File: src/rtl/hazard_scoreboard_pkg.sv
// Shared pipeline constants: multiply/divide encodings and the default
// width of the Tuse/Tnew timing fields.
package hazard_scoreboard_pkg;

  localparam int TW_DEFAULT = 3;

  localparam logic [1:0] MD_NONE = 2'b00;
  localparam logic [1:0] MD_MULT = 2'b01;
  localparam logic [1:0] MD_DIV  = 2'b10;

  // True for the two encodings that actually start the multiply/divide unit;
  // the reserved encoding behaves like no operation.
  function automatic logic is_md_op(input logic [1:0] md);
    return (md == MD_MULT) || (md == MD_DIV);
  endfunction

endpackage

File: src/rtl/hazard_md_counter.sv
// Busy counter for the multiply/divide unit. It is reloaded whenever a
// mult or div sits in E and otherwise counts down to zero. Flush is not an
// input: an operation already issued keeps the unit busy until it completes.
module hazard_md_counter
  import hazard_scoreboard_pkg::*;
#(
  parameter int MULT_CYCLES = 5,
  parameter int DIV_CYCLES  = 10
) (
  input  logic       clk,
  input  logic       reset,
  input  logic [1:0] e_md,
  output logic       md_busy
);

  localparam int MAX_CYCLES = (MULT_CYCLES > DIV_CYCLES) ? MULT_CYCLES : DIV_CYCLES;
  localparam int CW         = $clog2(MAX_CYCLES + 1);

  logic [CW-1:0] cnt;

  // Load on an md op in E (load beats decrement), else saturating countdown.
  always_ff @(posedge clk) begin
    if (reset) begin
      cnt <= '0;
    end else if (e_md == MD_MULT) begin
      cnt <= CW'(MULT_CYCLES);
    end else if (e_md == MD_DIV) begin
      cnt <= CW'(DIV_CYCLES);
    end else if (cnt != '0) begin
      cnt <= cnt - CW'(1);
    end
  end

  assign md_busy = (cnt != '0);

endmodule

File: src/rtl/hazard_scoreboard.sv
// D-stage hazard detection for a 5-stage pipeline. Shadow records of the
// instructions in E/M/W carry destination, remaining time-to-forwardable and
// md kind; the D instruction stalls when an operand is needed before its
// producer can forward it, or when it touches HI/LO while the md unit is busy.
module hazard_scoreboard
  import hazard_scoreboard_pkg::*;
#(
  parameter int TW          = TW_DEFAULT,
  parameter int MULT_CYCLES = 5,
  parameter int DIV_CYCLES  = 10
) (
  input  logic          clk,
  input  logic          reset,
  input  logic          flush,
  input  logic [4:0]    d_rs,
  input  logic [4:0]    d_rt,
  input  logic [TW-1:0] d_rs_tuse,
  input  logic [TW-1:0] d_rt_tuse,
  input  logic [4:0]    d_a3,
  input  logic [TW-1:0] d_tnew,
  input  logic [1:0]    d_md,
  input  logic          d_md_use,
  output logic          stall,
  output logic          IFU_en,
  output logic          F2D_en,
  output logic          D2E_en,
  output logic          D2E_flush,
  output logic          E2M_en,
  output logic          M2W_en,
  output logic          md_busy
);

  // Remaining time only ever counts down, never wraps below zero.
  function automatic logic [TW-1:0] sat_dec(input logic [TW-1:0] t);
    return (t == '0) ? '0 : t - TW'(1);
  endfunction

  // A source collides with a producer when it names the same nonzero
  // register and is needed sooner than the result becomes forwardable.
  // An all-ones tuse can never be below a TW-bit tnew, so "never used" falls out.
  function automatic logic src_hazard(input logic [4:0]    src,
                                      input logic [TW-1:0] tuse,
                                      input logic [4:0]    a3,
                                      input logic [TW-1:0] tnew);
    return (a3 != 5'd0) && (a3 == src) && (tuse < tnew);
  endfunction

  // E record (_p0), M record (_p1), W record (_p2)
  logic [4:0]    a3_p0, a3_p1, a3_p2;
  logic [TW-1:0] tnew_p0, tnew_p1, tnew_p2;
  logic [1:0]    md_p0, md_p1, md_p2;

  logic rs_haz, rt_haz, md_haz;

  // Shadow record pipeline: advance with tnew countdown; stall injects a
  // bubble into E; flush squashes everything; reset beats flush.
  always_ff @(posedge clk) begin
    if (reset || flush) begin
      a3_p0 <= '0; tnew_p0 <= '0; md_p0 <= MD_NONE;
      a3_p1 <= '0; tnew_p1 <= '0; md_p1 <= MD_NONE;
      a3_p2 <= '0; tnew_p2 <= '0; md_p2 <= MD_NONE;
    end else begin
      // ---- D -> E ----
      if (stall) begin
        a3_p0 <= '0; tnew_p0 <= '0; md_p0 <= MD_NONE;
      end else begin
        a3_p0   <= d_a3;
        tnew_p0 <= d_tnew;
        md_p0   <= is_md_op(d_md) ? d_md : MD_NONE;
      end
      // ---- E -> M ----
      a3_p1   <= a3_p0;
      tnew_p1 <= sat_dec(tnew_p0);
      md_p1   <= md_p0;
      // ---- M -> W ----
      a3_p2   <= a3_p1;
      tnew_p2 <= sat_dec(tnew_p1);
      md_p2   <= md_p1;
    end
  end

  hazard_md_counter #(
    .MULT_CYCLES (MULT_CYCLES),
    .DIV_CYCLES  (DIV_CYCLES)
  ) u_md_counter (
    .clk     (clk),
    .reset   (reset),
    .e_md    (md_p0),
    .md_busy (md_busy)
  );

  // Combinational stall decision from current records and D inputs only.
  always_comb begin
    rs_haz = src_hazard(d_rs, d_rs_tuse, a3_p0, tnew_p0) ||
             src_hazard(d_rs, d_rs_tuse, a3_p1, tnew_p1) ||
             src_hazard(d_rs, d_rs_tuse, a3_p2, tnew_p2);
    rt_haz = src_hazard(d_rt, d_rt_tuse, a3_p0, tnew_p0) ||
             src_hazard(d_rt, d_rt_tuse, a3_p1, tnew_p1) ||
             src_hazard(d_rt, d_rt_tuse, a3_p2, tnew_p2);
    md_haz = (is_md_op(d_md) || d_md_use) && (is_md_op(md_p0) || md_busy);
    stall  = rs_haz || rt_haz || md_haz;
  end

  assign IFU_en    = ~stall;
  assign F2D_en    = ~stall;
  assign D2E_en    = ~stall;
  assign D2E_flush = stall;
  assign E2M_en    = 1'b1;
  assign M2W_en    = 1'b1;

endmodule

File: config.mk
export PLATFORM = sky130hd
export DESIGN_NAME = hazard_scoreboard
export DESIGN_NICKNAME = d
export VERILOG_FILES = /design/src/rtl/hazard_scoreboard_pkg.sv /design/src/rtl/hazard_md_counter.sv /design/src/rtl/hazard_scoreboard.sv
export SDC_FILE = /design/constraint.sdc
export NUM_CORES = 1
export LEC_CHECK = 0
export ABC_CLOCK_PERIOD_IN_PS = 3400
export CORE_UTILIZATION = 55
export CTS_BUF_LIST = sky130_fd_sc_hd__clkbuf_2 sky130_fd_sc_hd__clkbuf_4 sky130_fd_sc_hd__clkbuf_8
export CTS_CLUSTER_DIAMETER = 80
export DETAILED_ROUTE_END_ITERATION = 16
export PLACE_DENSITY = 0.85
export SYNTH_ARGS = -nofsm -noshare
export SYNTH_HDL_FRONTEND = slang
export SYNTH_HIERARCHICAL = 1
export SYNTH_SLANG_ARGS = --single-unit
File: constraint.sdc
create_clock -name clk -period 3.4 [get_ports clk]
set_input_delay 0.51 -clock clk [delete_from_list [all_inputs] [get_ports clk]]
set_output_delay 0.51 -clock clk [all_outputs]
set_load 0.01 [all_outputs]
==> results.toml <==
[floorplan]
die_area_mm2 = 0.00359
core_area_mm2 = 0.00313
ios = 38
start_util_pct = 58.9
die_h_um = 59.9
fp-row-count = 20
dieWidth_um = 59.9

[drt]
drt_iter0_drc = 62
routedWlPerCell_um = 13.6
drt_wl_total_um = 3900
route.vias.total = 1498
drc = 0
firstDrtPassIters = 4
drt-vias-per-instance = 5.22
ant_nets = 0

[yosys]
ys_ff_latch = 30
synth-edff-count = 0
seq_area_frac_synth_pct = 32.6
async_flop_share_pct = 0
synthesis.area_mm2 = 0.00184
syn_inst = 204
yosysTopAreaCellShare_pct = 32.6
yosysUniqueCellTypes = 37
ys_warn_count = 6
yosys-top-cells-area = "dfxtp_1 (33%), ha_1 (12%), xor2_1 (11%), nor3_1 (4.9%), xnor2_1 (4.3%)"
synth_ff_type = "dfxtp_1"
synth.avg_cell_area_um2 = 9.03
yosys.area.top_type = "dfxtp_1"

[global_routing]
grt_util_met3_pct = 6.06
gr-usage-met2_pct = 42.1
grtUsageTotal_pct = 24.9
grt_max_degree = 15
grt_pass1_vias = 1521
antenna_found_initial = 0
overflow = 0
grt_pass1_wl_um = 6460
use_met1_pct = 29.7
top_usage_layer = "met2"

[layout]
stdcell_area_mm2 = 0.00228
layout-drive-gt1-share_pct = 8.64
fin_nets = 290
num_antenna_cells = 0
multi_input_area_mm2 = 0.00112
ff_latch_area_um2 = 601
area_growth_pct = 23.8
fillCellCount = 246
layout.cells.non_filler = 287

[clock_network]
cts.repair.resized = 0
cts.path.max_buffers = 2
post_cts_buffers = 0
clkLatencyLatePin_ns = 0.33
cts_tree = "done"
cts_buffers = 5
cts_max_level = 2
cts_root_buf = "clkbuf_4"
path_clk_slew_ns = 0.09
clock-sinks = 30
cts_hold_buffers = 0

[timing]
max_freq_mhz = 305
holdWs_ns = 0.443
period_needed_ns = 3.28
skew_ns = 0.0106
hold_viol_final = 0
report.final.slew_viol_count = 0
setup_viol = 0
min_period_over_period_pct = 96.6

[min_path]
worstHoldEndpoint = "tnew_p2[0]$_SDFF_PP0_"
holdCritStartpoint = "tnew_p1[0]$_SDFF_PP0_"
hp-class = "reg2reg"
hold_depth = 1

[worst_setup_path]
crit_type = "reg2out"
crit_path_end_kind = "output pin"
reg2reg_slack_ns = 1.42
rr_endpoint = "md_p0[0]$_SDFF_PP0_"
worst_path_max_delay_cell = "clkdlybuf4s50_1"
cp_cell_sequence = "inv_1, ha_1, or3b_4, o22ai_1, nand4_1, or3b_1, clkdlybuf4s50_1"
cpPeakStageDelay_ns = 0.51
cp-startpoint = "u_md_counter/cnt[1]$_SDFFE_PP0P_"
worstSetupStartpointType = "register"
r2r_cells = 7
worstPathMaxFanout = 5
worst_ep_arrival_time_ns = 2.77
r2r_start = "u_md_counter/cnt[1]$_SDFFE_PP0P_"
required_ns = 2.89

[placement]
dpl.hpwl_um = 3110
portBuffers = 35
place_inst = 279
gp_congestion = 0.835
dpl_cell_area_mm2 = 0.00223

[power_and_ir_drop]
power_mw = 1.14
power_density_mw_per_mm2 = 501
p_leak_nw = 0.932
peakVddDrop_v = 0.000496

[run_status]
outcome = "complete, no violations"

[job]
cap_violations = 0
[cells in the final DEF (no fill, tap or decap), drive strengths merged]
cell / Yosys / routed
clkdlybuf4s50: 0 / 35
dfxtp: 30 / 30
xor2: 24 / 24
nor3: 18 / 18
inv: 17 / 17
ha: 17 / 17
nand2b: 10 / 10
xnor2: 9 / 9
nor4: 8 / 8
nand3: 8 / 8
and2: 8 / 8
buf: 6 / 6
a21oi: 5 / 5
clkbuf: 4 / 5
a211oi: 4 / 4
o211ai: 4 / 4
o21ai: 4 / 4
o22ai: 4 / 4
nor2: 4 / 4
nand4: 3 / 3
o21a: 2 / 2
nand4b: 2 / 2
conb: 1 / 2
clkinv: 0 / 2
mux2i: 2 / 2
or3b: 2 / 2
or4: 1 / 1
a22o: 1 / 1
nor3b: 1 / 1
or2: 1 / 1
nor2b: 1 / 1
and3b: 1 / 1
and2b: 1 / 1
mux2: 1 / 1
[how the worst max path moves through the flow]
stage,to,slack (ns),cells after the start
final,D2E_flush,0.12,7
after global routing,F2D_en,-0.01,8
after CTS,D2E_flush,0.06,7
after detailed placement,D2E_flush,0.14,7
after global placement,stall,0.23,7
after floorplan,F2D_en,0.92,6
[registers in the layout, summed over array words and instances, names as in the netlist]
signal	flops
a3_p0	5
a3_p1	5
a3_p2	5
md_p0	2
tnew_p0	3
tnew_p1	3
tnew_p2	3
u_md_counter/cnt	4
[report_power, final]
group / internal, mW / switching, mW / leakage [nW] / total [mW]
logic: 0.297 / 0.232 / 0.658 / 0.530
registers: 0.389 / 0.0345 / 0.244 / 0.424
clock network: 0.0741 / 0.115 / 0.0308 / 0.189
total: 0.761 / 0.382 / 0.932 / 1.14
[kinds of logic (layout without fill, tap and decap cells)]
logic type,count (synthesis),after routing,share of synthesized area [%]
xor gates and xnor gates,33,33,15.7
muxes,3,3,1.90
DFF,30,30,32.6
adders and majority gates,17,17,11.5
other,1,2,0.203
buffers and inverters,27,65,6.92
and+or+nand+nor,69,69,22.5
AOI/OAI and AO/OA,24,24,8.69
[cell type report]
type / instances / area share, %
clock buffers: 5 / 1.65
repair buffers: 41 / 17.3
multi-input cells: 148 / 49.0
flip-flops and latches: 30 / 26.3
well taps: 44 / 2.41
clock inverters: 2 / 0.439
inverters: 17 / 2.80
[cells in the mapped netlist, drive strengths merged, types with 2 or more instances]
library cell and count:
dfxtp 30, inv 17, clkbuf 4, ha 17, mux2i 2, xnor2 9
o211ai 4, nand2b 10, nand4b 2, and2 8, a21oi 5, nor2 4
nand3 8, a211oi 4, nand4 3, o22ai 4, buf 6, o21a 2
o21ai 4, xor2 24, or3b 2, nor4 8, nor3 18
[stage by stage]
| stage | setup WS, ns | utilization (%) | setup TNS (ns) |
|---|---|---|---|
| 2_1_floorplan | 0.916 | - | 0 |
| 3_3_place_gp | 0.232 | 71.2 | 0 |
| 3_5_place_dp | 0.145 | 71.2 | 0 |
| 4_1_cts | 0.0586 | 72.7 | 0 |
| 5_1_grt | -0.0116 | 72.9 | -0.0203 |
| 6_report | 0.117 | 72.9 | 0 |
[metal layers]
metal	vias up	share of wire, %
met5	-	0
li1	779	-
met2	40	45
met3	9	4.4
met1	670	48
met4	0	2.1
[worst max-delay path, delay by kind of cell (launching register included)]
kind                     cells  cell delay, ns
adder cells (fa/ha/maj)      1            0.23
flip-flops                   1            0.33
AND/OR/NAND/NOR              3            1.08
AO/OA/AOI/OAI                1            0.21
buffers and inverters        2            0.59
Power figures use the tool's default switching activity.
